`src/rtl/clk_div_pkg.sv`:
```
// clk_div_pkg
//   Shared types and helpers for the clock-divider configuration front-end.
//   - state_e       : IDLE / WAIT / SETTLE sequencing states
//   - div_w()       : ratio field width for a given maximum ratio
//   - div_legal_max : largest ratio representable and allowed
//   - div_legal()   : ratio range check (non-zero and not above max)
package clk_div_pkg;

  typedef enum logic [1:0] {
    IDLE   = 2'd0,
    WAIT   = 2'd1,
    SETTLE = 2'd2
  } state_e;

  // $clog2 of a ratio; never narrower than one bit so a degenerate
  // MAX_DIV_BY of 1 still yields a usable port.
  function automatic int div_w(input int max_div_by);
    return (max_div_by > 1) ? $clog2(max_div_by) : 1;
  endfunction

  // The field may be too narrow to hold MAX_DIV_BY itself (power-of-two
  // maxima), so the usable ceiling is the smaller of the two.
  function automatic int div_legal_max(input int max_div_by, input int w);
    return (max_div_by < (1 << w) - 1) ? max_div_by : (1 << w) - 1;
  endfunction

  function automatic logic div_legal(input int unsigned value, input int unsigned max);
    return (value != 0) && (value <= max);
  endfunction

endpackage

```
`src/rtl/clk_div_cfg_ctrl_if.sv`:
```
// clk_div_cfg_ctrl_if
//   Ratio-request handshake between a CSR/software master and the
//   configuration controller.
//   - req_valid_i : new-ratio request (master -> slave)
//   - req_div_i   : requested ratio   (master -> slave)
//   - req_ready_o : request accepted when high with valid (slave -> master)
interface clk_div_cfg_ctrl_if #(
  parameter int DIV_W = 2
);
  logic             req_valid_i;
  logic             req_ready_o;
  logic [DIV_W-1:0] req_div_i;

  modport master (output req_valid_i, output req_div_i, input  req_ready_o);
  modport slave  (input  req_valid_i, input  req_div_i, output req_ready_o);
endinterface

```
`src/rtl/clk_div_replica.sv`:
```
// clk_div_replica
//   Cycle-exact copy of the downstream divider's ratio/count registers, so
//   the controller knows where the divider is in its output period.
//   Ports:
//   - clk_in, rst_n : clock, async active-low reset
//   - conf_i        : the ratio being driven to the divider
//   - div_q, cnt_q  : replica of divider_r / cnt_r
//   - last_m1       : this edge is a safe commit edge (two before wrap, or
//                     every edge when the ratio is 1)
module clk_div_replica
  import clk_div_pkg::*;
#(
  parameter int DIV_W     = 2,
  parameter int RESET_DIV = 1
) (
  input  logic             clk_in,
  input  logic             rst_n,
  input  logic [DIV_W-1:0] conf_i,
  output logic [DIV_W-1:0] div_q,
  output logic [DIV_W-1:0] cnt_q,
  output logic             last_m1
);

  always_ff @(posedge clk_in or negedge rst_n) begin
    if (!rst_n) begin
      div_q <= DIV_W'(RESET_DIV);
      cnt_q <= '0;
    end else begin
      div_q <= conf_i;
      cnt_q <= (cnt_q == div_q - 1'b1) ? '0 : cnt_q + 1'b1;
    end
  end

  // Committing here puts the new conf on the divider input during the
  // wrap cycle, so divider_r switches exactly as cnt_r returns to 0.
  assign last_m1 = (div_q > DIV_W'(1)) ? (cnt_q == div_q - DIV_W'(2)) : 1'b1;

endmodule

```
`src/rtl/clk_div_cfg_ctrl.sv`:
```
// clk_div_cfg_ctrl
//   Glitch-safe ratio update front-end for configurable_clock_divider_fpga.
//   Accepts a ratio over a valid/ready handshake and commits it to
//   divider_conf_o only on a period boundary of the downstream divider.
//   Ports:
//   - clk_in, rst_n    : clock (shared with divider), async active-low reset
//   - req (slave)      : req_valid_i / req_ready_o / req_div_i
//   - divider_conf_o   : drives the divider's divider_conf
//   - busy_o           : a change is in flight
//   - done_o           : one-cycle pulse, new ratio active downstream
//   - err_o            : one-cycle pulse, illegal request rejected
//   Build option CLK_DIV_CFG_RANGE_CHECK_EN:
//   - defined   : ratio 0 or above the legal max is rejected with err_o
//   - undefined : such ratios are clamped into range, err_o stays 0
module clk_div_cfg_ctrl
  import clk_div_pkg::*;
#(
  parameter  int          MAX_DIV_BY    = 3,
  parameter  int          RESET_DIV     = 1,
  localparam int          DIV_W         = div_w(MAX_DIV_BY),
  localparam int unsigned DIV_LEGAL_MAX = div_legal_max(MAX_DIV_BY, DIV_W)
) (
  input  logic              clk_in,
  input  logic              rst_n,
  clk_div_cfg_ctrl_if.slave req,
  output logic [DIV_W-1:0]  divider_conf_o,
  output logic              busy_o,
  output logic              done_o,
  output logic              err_o
);

  state_e           state_q;
  logic [DIV_W-1:0] pend_q;
  logic [DIV_W-1:0] req_eff;
  logic             req_ok;
  logic [DIV_W-1:0] rep_div;
  logic [DIV_W-1:0] rep_cnt;
  logic             last_m1;

  clk_div_replica #(
    .DIV_W    (DIV_W),
    .RESET_DIV(RESET_DIV)
  ) u_replica (
    .clk_in (clk_in),
    .rst_n  (rst_n),
    .conf_i (divider_conf_o),
    .div_q  (rep_div),
    .cnt_q  (rep_cnt),
    .last_m1(last_m1)
  );

  always_comb begin
    req_eff = req.req_div_i;
    req_ok  = 1'b1;
`ifdef CLK_DIV_CFG_RANGE_CHECK_EN
    req_ok  = div_legal(32'(req.req_div_i), DIV_LEGAL_MAX);
`else
    if (req.req_div_i == '0)
      req_eff = DIV_W'(1);
    else if (32'(req.req_div_i) > DIV_LEGAL_MAX)
      req_eff = DIV_W'(DIV_LEGAL_MAX);
`endif
  end

  assign req.req_ready_o = (state_q == IDLE);
  assign busy_o          = (state_q != IDLE);

  always_ff @(posedge clk_in or negedge rst_n) begin
    if (!rst_n) begin
      state_q        <= IDLE;
      pend_q         <= DIV_W'(RESET_DIV);
      divider_conf_o <= DIV_W'(RESET_DIV);
      done_o         <= 1'b0;
      err_o          <= 1'b0;
    end else begin
      done_o <= 1'b0;
      err_o  <= 1'b0;
      case (state_q)
        IDLE: begin
          if (req.req_valid_i) begin
            if (req_ok) begin
              pend_q  <= req_eff;
              state_q <= WAIT;
            end else begin
              err_o   <= 1'b1;
            end
          end
        end
        WAIT: begin
          if (last_m1) begin
            divider_conf_o <= pend_q;
            state_q        <= SETTLE;
          end
        end
        SETTLE: begin
          // Downstream picks up the new ratio on this edge.
          state_q <= IDLE;
          done_o  <= 1'b1;
        end
        default: state_q <= IDLE;
      endcase
    end
  end

  // In SETTLE the divider must be in its last count, otherwise the commit
  // was mistimed and the divider would wrap through its full range.
  a_settle_at_wrap: assert property (
    @(posedge clk_in) disable iff (!rst_n)
    (state_q == SETTLE) |-> (rep_cnt == rep_div - 1'b1)
  );

endmodule

```
`src/flat_wrapper.sv`:
```
// flat-port wrapper written by rule: the top's interface ports become plain ports
module clk_div_cfg_ctrl_flat import clk_div_pkg::*;
#(
  parameter  int          MAX_DIV_BY    = 3,
  parameter  int          RESET_DIV     = 1,
  localparam int          DIV_W         = div_w(MAX_DIV_BY),
  localparam int unsigned DIV_LEGAL_MAX = div_legal_max(MAX_DIV_BY, DIV_W)
)
  (clk_in, rst_n, divider_conf_o, busy_o, done_o, err_o, req_req_valid_i, req_req_div_i, req_req_ready_o);
  clk_div_cfg_ctrl_if #(.DIV_W(($clog2(MAX_DIV_BY)))) req_i ();
  input  logic clk_in;
  input  logic rst_n;
  output logic [DIV_W-1:0] divider_conf_o;
  output logic busy_o;
  output logic done_o;
  output logic err_o;
  input wire logic [$bits(req_i.req_valid_i)-1:0] req_req_valid_i;
  input wire logic [$bits(req_i.req_div_i)-1:0] req_req_div_i;
  output wire logic [$bits(req_i.req_ready_o)-1:0] req_req_ready_o;
  assign req_i.req_valid_i = req_req_valid_i;
  assign req_i.req_div_i = req_req_div_i;
  assign req_req_ready_o = req_i.req_ready_o;
  clk_div_cfg_ctrl #(.MAX_DIV_BY(MAX_DIV_BY), .RESET_DIV(RESET_DIV)) u_core (.clk_in(clk_in), .rst_n(rst_n), .req(req_i), .divider_conf_o(divider_conf_o), .busy_o(busy_o), .done_o(done_o), .err_o(err_o));
endmodule
```
`config.mk`:
```
export PLATFORM = sky130hd
export DESIGN_NAME = clk_div_cfg_ctrl_flat
export DESIGN_NICKNAME = d
export VERILOG_FILES = /design/src/rtl/clk_div_pkg.sv /design/src/rtl/clk_div_cfg_ctrl_if.sv /design/src/rtl/clk_div_replica.sv /design/src/rtl/clk_div_cfg_ctrl.sv /design/src/flat_wrapper.sv
export SDC_FILE = /design/constraint.sdc
export NUM_CORES = 1
export LEC_CHECK = 0
export BUFFER_PORTS_ARGS = -buffer_cell sky130_fd_sc_hd__buf_2
export CAP_MARGIN = 30
export CORE_AREA = 3 3 40 42
export CTS_BUF_LIST = sky130_fd_sc_hd__clkbuf_2
export DETAILED_ROUTE_END_ITERATION = 16
export DIE_AREA = 0 0 43 45
export PLACE_DENSITY_LB_ADDON = 0.3
export SYNTH_ARGS = -nofsm -noshare
export SYNTH_HDL_FRONTEND = slang
export SYNTH_SLANG_ARGS = --single-unit
export TNS_END_PERCENT = 5
```
`constraint.sdc`:
```
create_clock -name clk_in -period 1.65 [get_ports clk_in]
set_input_delay 0.2475 -clock clk_in [delete_from_list [all_inputs] [get_ports clk_in]]
set_output_delay 0.2475 -clock clk_in [all_outputs]
set_load 0.02 [all_outputs]
```
==> results of run 1 <==
==> worst reg2reg max path: stages, from the launching register on <==
cell and delay (ps):
dfstp_2 580, ha_1 210, and3b_1 200, a221oi_1 260, o31ai_1 130
==> cell usage after synthesis (all sizes together), types with 2 or more instances <==
| cell | number | share of area (%) |
|---|---|---|
| a21oi | 2 | 1.9 |
| a221oi | 2 | 3.4 |
| and3b | 2 | 3.4 |
| and4b | 2 | 3.9 |
| dfrtp | 8 | 39 |
| dfstp | 3 | 15 |
| inv | 4 | 2.9 |
| nand2 | 2 | 1.5 |
| nand2b | 2 | 2.4 |
| nor2 | 3 | 2.2 |
| o21ai | 2 | 1.9 |
| o31ai | 3 | 5.4 |
==> per-stage QoR <==
stage | instance area (um^2) | power, W | cells | worst slack [ps] | utilization (%)
floorplan | 514 | 0.00101 | 45 | 301 | -
global placement | 571 | 0.00117 | 68 | 186 | 44.4
detailed placement | 571 | 0.00117 | 68 | 158 | 44.4
CTS | 601 | 0.00132 | 73 | 145 | 46.7
global route | 601 | 0.00144 | 73 | 26.6 | 46.7
finish | 601 | 0.00131 | 73 | 169 | 46.7
==> power groups by stage <==
stage | clock (W) | sequential (W) | combinational, W
after CTS | 0.000156 | 0.000542 | 0.000625
after global placement | 0 | 0.000545 | 0.000620
after global routing | 0.000168 | 0.000568 | 0.000707
final | 0.000149 | 0.000542 | 0.000616
after detailed placement | 0 | 0.000547 | 0.000621
after floorplan | 0 | 0.000561 | 0.000446
==> area by class of cell <==
class                   instances  area [um^2]
inverters                       4         15.0
well taps                      15         18.8
fillers                       125          684
repair buffers                 10         55.1
clock buffers                   4         20.0
multi-input cells              29          213
flip-flops and latches         11          279
==> layer usage <==
layer	share of wire (%)	track usage [%]
met5	0	0
met3	8.3	7.17
met4	0	3.61
met2	46	17.4
met1	46	12.8
==> logic make-up (layout without fill, tap and decap cells) <==
| logic type | count (synthesis) | in the layout | share of synthesized area, % |
|---|---|---|---|
| flops | 11 | 11 | 54.3 |
| simple gates | 13 | 13 | 16.1 |
| mux | 2 | 2 | 4.14 |
| buf+inv | 5 | 18 | 4.38 |
| xor+xnor | 2 | 2 | 3.41 |
| fa+ha+maj | 1 | 1 | 2.43 |
| compound gates | 10 | 10 | 14.6 |
| other cells | 1 | 1 | 0.729 |
==> flip-flops by register name, summed over array words and instances, names as in the netlist <==
name	flops
u_core.done_o	1
u_core.state_q	2
u_core.u_replica.div_q	2
u_core.u_replica.cnt_q	2
u_core.pend_q	2
u_core.divider_conf_o	2
==> cell usage in the layout (no fill, tap or decap), types with 2 or more instances in the layout <==
| cell | synthesis | final |
|---|---|---|
| a21oi_1 | 2 | 2 |
| a221oi_1 | 2 | 2 |
| and3b_1 | 2 | 2 |
| and4b_1 | 2 | 2 |
| buf_2 | 0 | 9 |
| clkbuf_2 | 0 | 4 |
| dfrtp_1 | 8 | 8 |
| dfstp_2 | 3 | 3 |
| inv_1 | 4 | 4 |
| nand2_1 | 2 | 2 |
| nand2b_1 | 2 | 2 |
| nor2_1 | 3 | 3 |
| o21ai_0 | 2 | 2 |
| o31ai_1 | 2 | 2 |
==> final timing paths <==
check	end	slack [ps]	startpoint
worst min register to register	u_core.u_replica.div_q[0]$_DFF_PN1_	420	u_core.divider_conf_o[0]$_DFFE_PN1P_
worst min-delay path	u_core.pend_q[1]$_DFFE_PN0P_	240	req_req_div_i[1]
worst max-delay path	u_core.divider_conf_o[1]$_DFFE_PN0P_	170	u_core.u_replica.div_q[0]$_DFF_PN1_
max in group asynchronous	u_core.u_replica.div_q[0]$_DFF_PN1_	1000	rst_n
worst max register to register	u_core.divider_conf_o[1]$_DFFE_PN0P_	170	u_core.u_replica.div_q[0]$_DFF_PN1_
min in group asynchronous	u_core.state_q[0]$_DFFE_PN0P_	370	rst_n
==> metrics, run 1 <==
status complete, no violations; CTS Buf Count 3; Mean Syn Cell Area about 11 um^2; Clock Path Buffers 2; Clk pwr share a little under an eighth; Tot GR Track Use about 11%; final net count 65; synthesized flop and latch total 11; Area Overhead vs Synth 16.8%; row cnt 13; clock latency on the worst-skew pair roughly 260 ps; core box area between 0.001 and 0.0015 mm^2; drt first pass iters 4; min cycle time layout roughly 1500 ps; TritonCTS clock tree yes; Setup crit end kind flop; Async S/R FF share, synth 100%; number of antenna violations at the first check in global routing 0; Port Buf Inserts 9; power share of the sequential group 41.5%; CTS clk-pin slew, worst paths 100 ps; CP Cell Sequence ha_1, and3b_1, a221oi_1, o31ai_1; number of synthesized flops with an enable pin 0; Top Ports 11; switching portion of total power between 40 and 50%; CP top delay family flip-flops; Hold/Removal Path Class input pin to flop; Finish-stage setup viols 0; clock sinks 11; Pins Over Slew Limit 0; first-pass GRT wire length 1540 um; DRC violations left 0; post-synth cell types 23; total of max-cap violations 0; CP max FO 5; postcts setup bufs 0; vias in the first global route between 300 and 400; Peak VDD IR ~0.92 mV; Leak around 0.31 nW; Final ANT Viol Nets 0; Initial DRC Count 7; Psw between 0.0005 and 0.0006 W; largest net degree at the start of global routing 12; Post-CTS Resized 0; WP buf/inv 0; critical path data arrival time between 1500 and 2000 ps; ys flop type dfrtp_1; # hold bufs at CTS 1; final WL between 800 and 900 um; layout cells sized above 1 31.0%; Die Span Y between 40 and 50 um; P_int between 0.0007 and 0.0008 W; Clock Tree Root clkbuf_2; grt total ovfl 0; via count about 360; Via density approximately 5.0; RePlAce Congestion about 0.72; Die Wd ~43 um; Wirelength per Cell about 12 um; Worst path slowest cell dfstp_2; WP data required approximately 1800 ps; reg2reg path depth 4; Cells on Worst Hold Path 2; Synthesized Nets between 50 and 60; Mapped Cells 45; Final Skew 9.18 ps; Startpoint Class flop; Min Hold Slack roughly 240 ps; Stages on worst setup path 4; upper clock frequency limit roughly 0.68 GHz; Fin Setup TNS 0 ps; Inserted Diodes 0; Syn. warnings 0; Mapped Area approximately 510 um^2; Fin. Hold Viols 0; kind of critical path flop to flop; initial core utilization 40.0%; hpwl dp around 660 um; Final Cycle Share 89.7%; Logic pwr share between 40% and 50%; Worst path max stage delay approximately 580 ps; CTS HTree Levels 1; die area between 0.0015 and 0.002 mm^2; RSZ-0062 raised after global routing false; pwr dens between 2000 and 2500 mW/mm^2; Seq/Total Area, Yosys 54.3%
No activity file was read; power rests on OpenSTA's default activity.
==> run 2: changes to the inputs <==
Settings changed: CTS_BUF_LIST sky130_fd_sc_hd__clkbuf_2 to unset, RECOVER_POWER set to 25.
==> metrics, run 2 (same netlist as run 1, synthesis figures left out) <==
Wirelength per Cell 12.2 um (+4.2%); Startpoint Class flop; largest net degree at the start of global routing 12 (unchanged); Clock Tree Root clkbuf_4; Min Hold Slack 226 ps (-12.7 ps); upper clock frequency limit 0.667 GHz (-1.3%); most frequent cells in the layout buf_2, dfrtp_1, inv_1; clock latency on the worst-skew pair 270 ps (about the same); Die Span Y 45 um (unchanged); Top Ports 11 (unchanged); core box area 0.00128 mm^2 (unchanged); Worst path slowest cell dfstp_2; via count 366 (+0.83%); status complete, no violations; initial core utilization 40.0% (unchanged); DP Area 571 um^2 (unchanged); Pins Over Slew Limit 0 (unchanged); CP max FO 5 (unchanged); Peak VDD IR 0.774 mV (-16%); Fin. Hold Viols 0 (unchanged); CTS HTree Levels 1 (unchanged); postcts setup bufs 0 (unchanged); vias in the first global route 366 (+1.4%); Post-CTS Resized 0 (unchanged); hold_sp req_req_div_i[1]; Via density 5.01 (+0.83%); Finish-stage setup viols 0 (unchanged); Final ANT Viol Nets 0 (unchanged); RePlAce Congestion 0.717 (unchanged); CP Cell Sequence ha_1, and3b_1, a221oi_1, o31ai_1; Fin Setup TNS 0 ps (unchanged); clock sinks 11 (unchanged); Clock Path Buffers 2 (unchanged); # hold bufs at CTS 1 (unchanged); pwr dens 2220 mW/mm^2 (+2.0%); grt total ovfl 0 (unchanged); number of antenna violations at the first check in global routing 0 (unchanged); Area Overhead vs Synth 17.8%; TritonCTS clock tree yes; final worst setup slack 150 ps (-19.6 ps); die area 0.00194 mm^2 (unchanged); final net count 65 (unchanged); pre-CTS WS 158 ps (unchanged); min cycle time layout 1500 ps (+19.6 ps); DRC violations left 0 (unchanged); slew margin rel. between 60 and 70%; row cnt 13 (unchanged); CTS clk-pin slew, worst paths 70 ps (-30 ps); worst reg2reg startpoint u_core.u_replica.div_q[0]$_DFF_PN1_; Worst Tran Pin Value about 590 ps; Hold/Removal Path Class input pin to flop; Final Skew 5.76 ps (-3.42 ps); final instance area 606 um^2 (+0.83%); Port Buf Inserts 9 (unchanged); Tot GR Track Use 11.7% (+0.42 points); Initial DRC Count 8 (+1); total of max-cap violations 0 (unchanged); kind of critical path flop to flop; drt first pass iters 4 (unchanged); Die Wd 43 um (unchanged); Inserted Diodes 0 (unchanged); Setup crit end kind flop; CP Launch Point u_core.u_replica.div_q[0]$_DFF_PN1_; Final Cycle Share 90.9% (+1.2 points); hpwl dp 663 um (unchanged); WP data required 1790 ps (about the same); Worst path max stage delay 570 ps (about the same); final WL 890 um (+4.2%); first-pass GRT wire length 1560 um (+1.4%); layout cells sized above 1 27.6% (-3.4 points); RSZ-0062 raised after global routing false; Leak 0.308 nW (-1.4%); critical path data arrival time 1640 ps (+20 ps); CTS Buf Count 3 (unchanged); final core utilization 47.1% (+0.39 points)
run 2: cell type report:
| class | instances | area, um^2 |
|---|---|---|
| inverters | 4 | 15.0 |
| well taps | 15 | 18.8 |
| clock buffers | 4 | 26.3 |
| fillers | 129 | 679 |
| repair buffers | 10 | 53.8 |
| multi-input cells | 29 | 213 |
| flip-flops and latches | 11 | 279 |
run 2: final timing paths:
path | endpoint | slack [ps] | depth (start not counted)
max reg2reg | u_core.divider_conf_o[1]$_DFFE_PN0P_ | 150 | 4
max | u_core.divider_conf_o[1]$_DFFE_PN0P_ | 150 | 4
min reg2reg | u_core.u_replica.div_q[0]$_DFF_PN1_ | 410 | 0
min | u_core.pend_q[1]$_DFFE_PN0P_ | 230 | 2
min in group asynchronous | u_core.state_q[0]$_DFFE_PN0P_ | 490 | 2
max in group asynchronous | u_core.u_replica.cnt_q[1]$_DFF_PN0_ | 770 | 2
run 2: critical path, delay by kind of cell, from the launching register on:
family | cells | cell delay [ps]
adder cells (fa/ha/maj) | 1 | 210
AO/OA/AOI/OAI | 2 | 400
flip-flops | 1 | 570
AND/OR/NAND/NOR | 1 | 200
run 2: stage by stage:
step                      instances  total power [W]
after floorplan                  45          0.00101
after global placement           68          0.00117
after detailed placement         68          0.00117
after CTS                        73          0.00136
after global routing             73          0.00148
final                            73          0.00134
run 2: per-layer routing:
layer	up-vias	global-route usage [%]	part of all wire, %
li1	183	-	-
met1	172	12.8	45
met2	11	18.0	47
met3	0	7.17	7.3
met4	0	5.42	0
met5	-	0	0
run 2: where the power goes:
group | internal [W] | total (W) | switching, W
registers | 0.000426 | 0.000541 | 0.000116
logic | 0.000277 | 0.000624 | 0.000347
clock network | 0.0000936 | 0.000179 | 0.0000857
==> run 3: changes to the inputs <==
Settings changed: RECOVER_POWER 25 to 50.
==> metrics, run 3 (same netlist as run 1, synthesis figures left out) <==
vias in the first global route 366 (unchanged); Final ANT Viol Nets 0 (unchanged); Cells on Worst Hold Path 2 (unchanged); Final Skew 5.75 ps (-0.00738 ps); grt total ovfl 0 (unchanged); CTS Buf Count 3 (unchanged); Leak 0.307 nW (-0.22%); CTS HTree Levels 1 (unchanged); Worst path max stage delay 570 ps (about the same); first-pass GRT wire length 1560 um (unchanged); critical path data arrival time 1640 ps (about the same); Wirelength per Cell 12.2 um (-0.22%); Hold/Removal Path Class input pin to flop; kind of critical path flop to flop; DRC violations left 0 (unchanged); hold_sp req_req_div_i[1]; clock latency on the worst-skew pair 270 ps (about the same); hpwl dp 663 um (unchanged); Fin. Hold Viols 0 (unchanged); layout cells sized above 1 25.9% (-1.7 points); final WL 888 um (-0.22%); Pins Over Slew Limit 0 (unchanged); Inserted Diodes 0 (unchanged); CTS clk-pin slew, worst paths 70 ps (about the same); Worst path slowest cell dfstp_2; initial core utilization 40.0% (unchanged); min cycle time layout 1500 ps (+0.270 ps); via count 364 (-0.55%); worst reg2reg startpoint u_core.u_replica.div_q[0]$_DFF_PN1_; upper clock frequency limit 0.666 GHz (about the same); Tot GR Track Use 11.7% (unchanged); Top Ports 11 (unchanged); number of antenna violations at the first check in global routing 0 (unchanged); reg2reg path depth 4 (unchanged); Setup crit end kind flop; die area 0.00194 mm^2 (unchanged); CP Launch Point u_core.u_replica.div_q[0]$_DFF_PN1_; Peak VDD IR 0.774 mV (about the same); Finish-stage setup viols 0 (unchanged); Via density 4.99 (-0.55%); CP max FO 5 (unchanged); CP Cell Sequence ha_1, and3b_1, a221oi_1, o31ai_1; total of max-cap violations 0 (unchanged); slew margin rel. 60.5% (about the same); pwr dens 2210 mW/mm^2 (-0.33%); Initial DRC Count 8 (unchanged); clock sinks 11 (unchanged); largest net degree at the start of global routing 12 (unchanged); row cnt 13 (unchanged); WP buf/inv 0 (unchanged); RSZ-0062 raised after global routing false; status complete, no violations; R2R Setup Slk 150 ps (about the same); Post-CTS Resized 0 (unchanged); Area Overhead vs Synth 17.8% (unchanged); TritonCTS clock tree yes; Port Buf Inserts 9 (unchanged); RePlAce Congestion 0.717 (unchanged); Fin Setup TNS 0 ps (unchanged); FF-to-FF End u_core.divider_conf_o[1]$_DFFE_PN0P_; CP top delay family flip-flops; Clock Path Buffers 2 (unchanged); Tot Pwr 0.00134 W (-0.33%); drt first pass iters 4 (unchanged); Clock Tree Root clkbuf_4; final net count 65 (unchanged); Die Span Y 45 um (unchanged); Startpoint Class flop; Final Cycle Share 90.9% (about the same); core box area 0.00128 mm^2 (unchanged); most frequent cells in the layout buf_2, dfrtp_1, inv_1; hold path endpoint u_core.pend_q[1]$_DFFE_PN0P_; Die Wd 43 um (unchanged); WP data required 1790 ps (about the same); Worst Tran Pin Value 593 ps (+0.216 ps)
[run 3: how the worst max path moves through the flow]
stage	to	slack (ps)	depth (start not counted)
finish	u_core.divider_conf_o[1]$_DFFE_PN0P_	150	4
CTS	u_core.divider_conf_o[1]$_DFFE_PN0P_	120	4
global route	u_core.divider_conf_o[1]$_DFFE_PN0P_	40	4
global placement	u_core.divider_conf_o[1]$_DFFE_PN0P_	190	4
floorplan	u_core.divider_conf_o[1]$_DFFE_PN0P_	300	4
detailed placement	u_core.divider_conf_o[1]$_DFFE_PN0P_	160	4
[run 3: power by group]
part	switching [W]	internal (W)	leakage, nW
clock network	0.0000856	0.0000936	0.0150
logic	0.000347	0.000277	0.163
registers	0.000115	0.000422	0.129
total	0.000548	0.000792	0.307
[run 3: cell type report]
type	count	area, um^2
Multi-Input combinational cell	29	213
Clock buffer	4	26.3
Inverter	4	15.0
Tap cell	15	18.8
Sequential cell	11	279
Timing Repair Buffer	10	53.8
Fill cell	129	679
[run 3: what timing repair did]
item                                    CTS  global route
hold buffers                              1             0
hold endpoints to repair                  8             0
setup buffers                             0             0
endpoints found under the setup margin    0             0
[run 3: per-stage QoR]
stage	util, %	hold slack, ps	worst slack [ps]	cells	cell area, um^2
4_1_cts	47.2	219	121	73	607
5_1_grt	47.1	214	38.9	73	606
6_report	47.1	226	150	73	606
2_1_floorplan	-	-48.1	301	45	514
3_5_place_dp	44.4	127	158	68	571
3_3_place_gp	44.4	125	186	68	571
[run 3: layer usage]
| metal | part of all wire, % | vias to the layer above | global-route usage [%] |
|---|---|---|---|
| met5 | 0 | - | 0 |
| met4 | 0 | 0 | 5.42 |
| met3 | 7.4 | 0 | 7.17 |
| met2 | 47 | 11 | 18.0 |
| met1 | 45 | 170 | 12.8 |
| li1 | - | 183 | - |
[run 3: worst reg2reg max path, cell delays in order, from the launching register on]
cell and delay, ps:
dfstp_2 570, ha_1 210, and3b_1 200, a221oi_1 260
o31ai_1 140
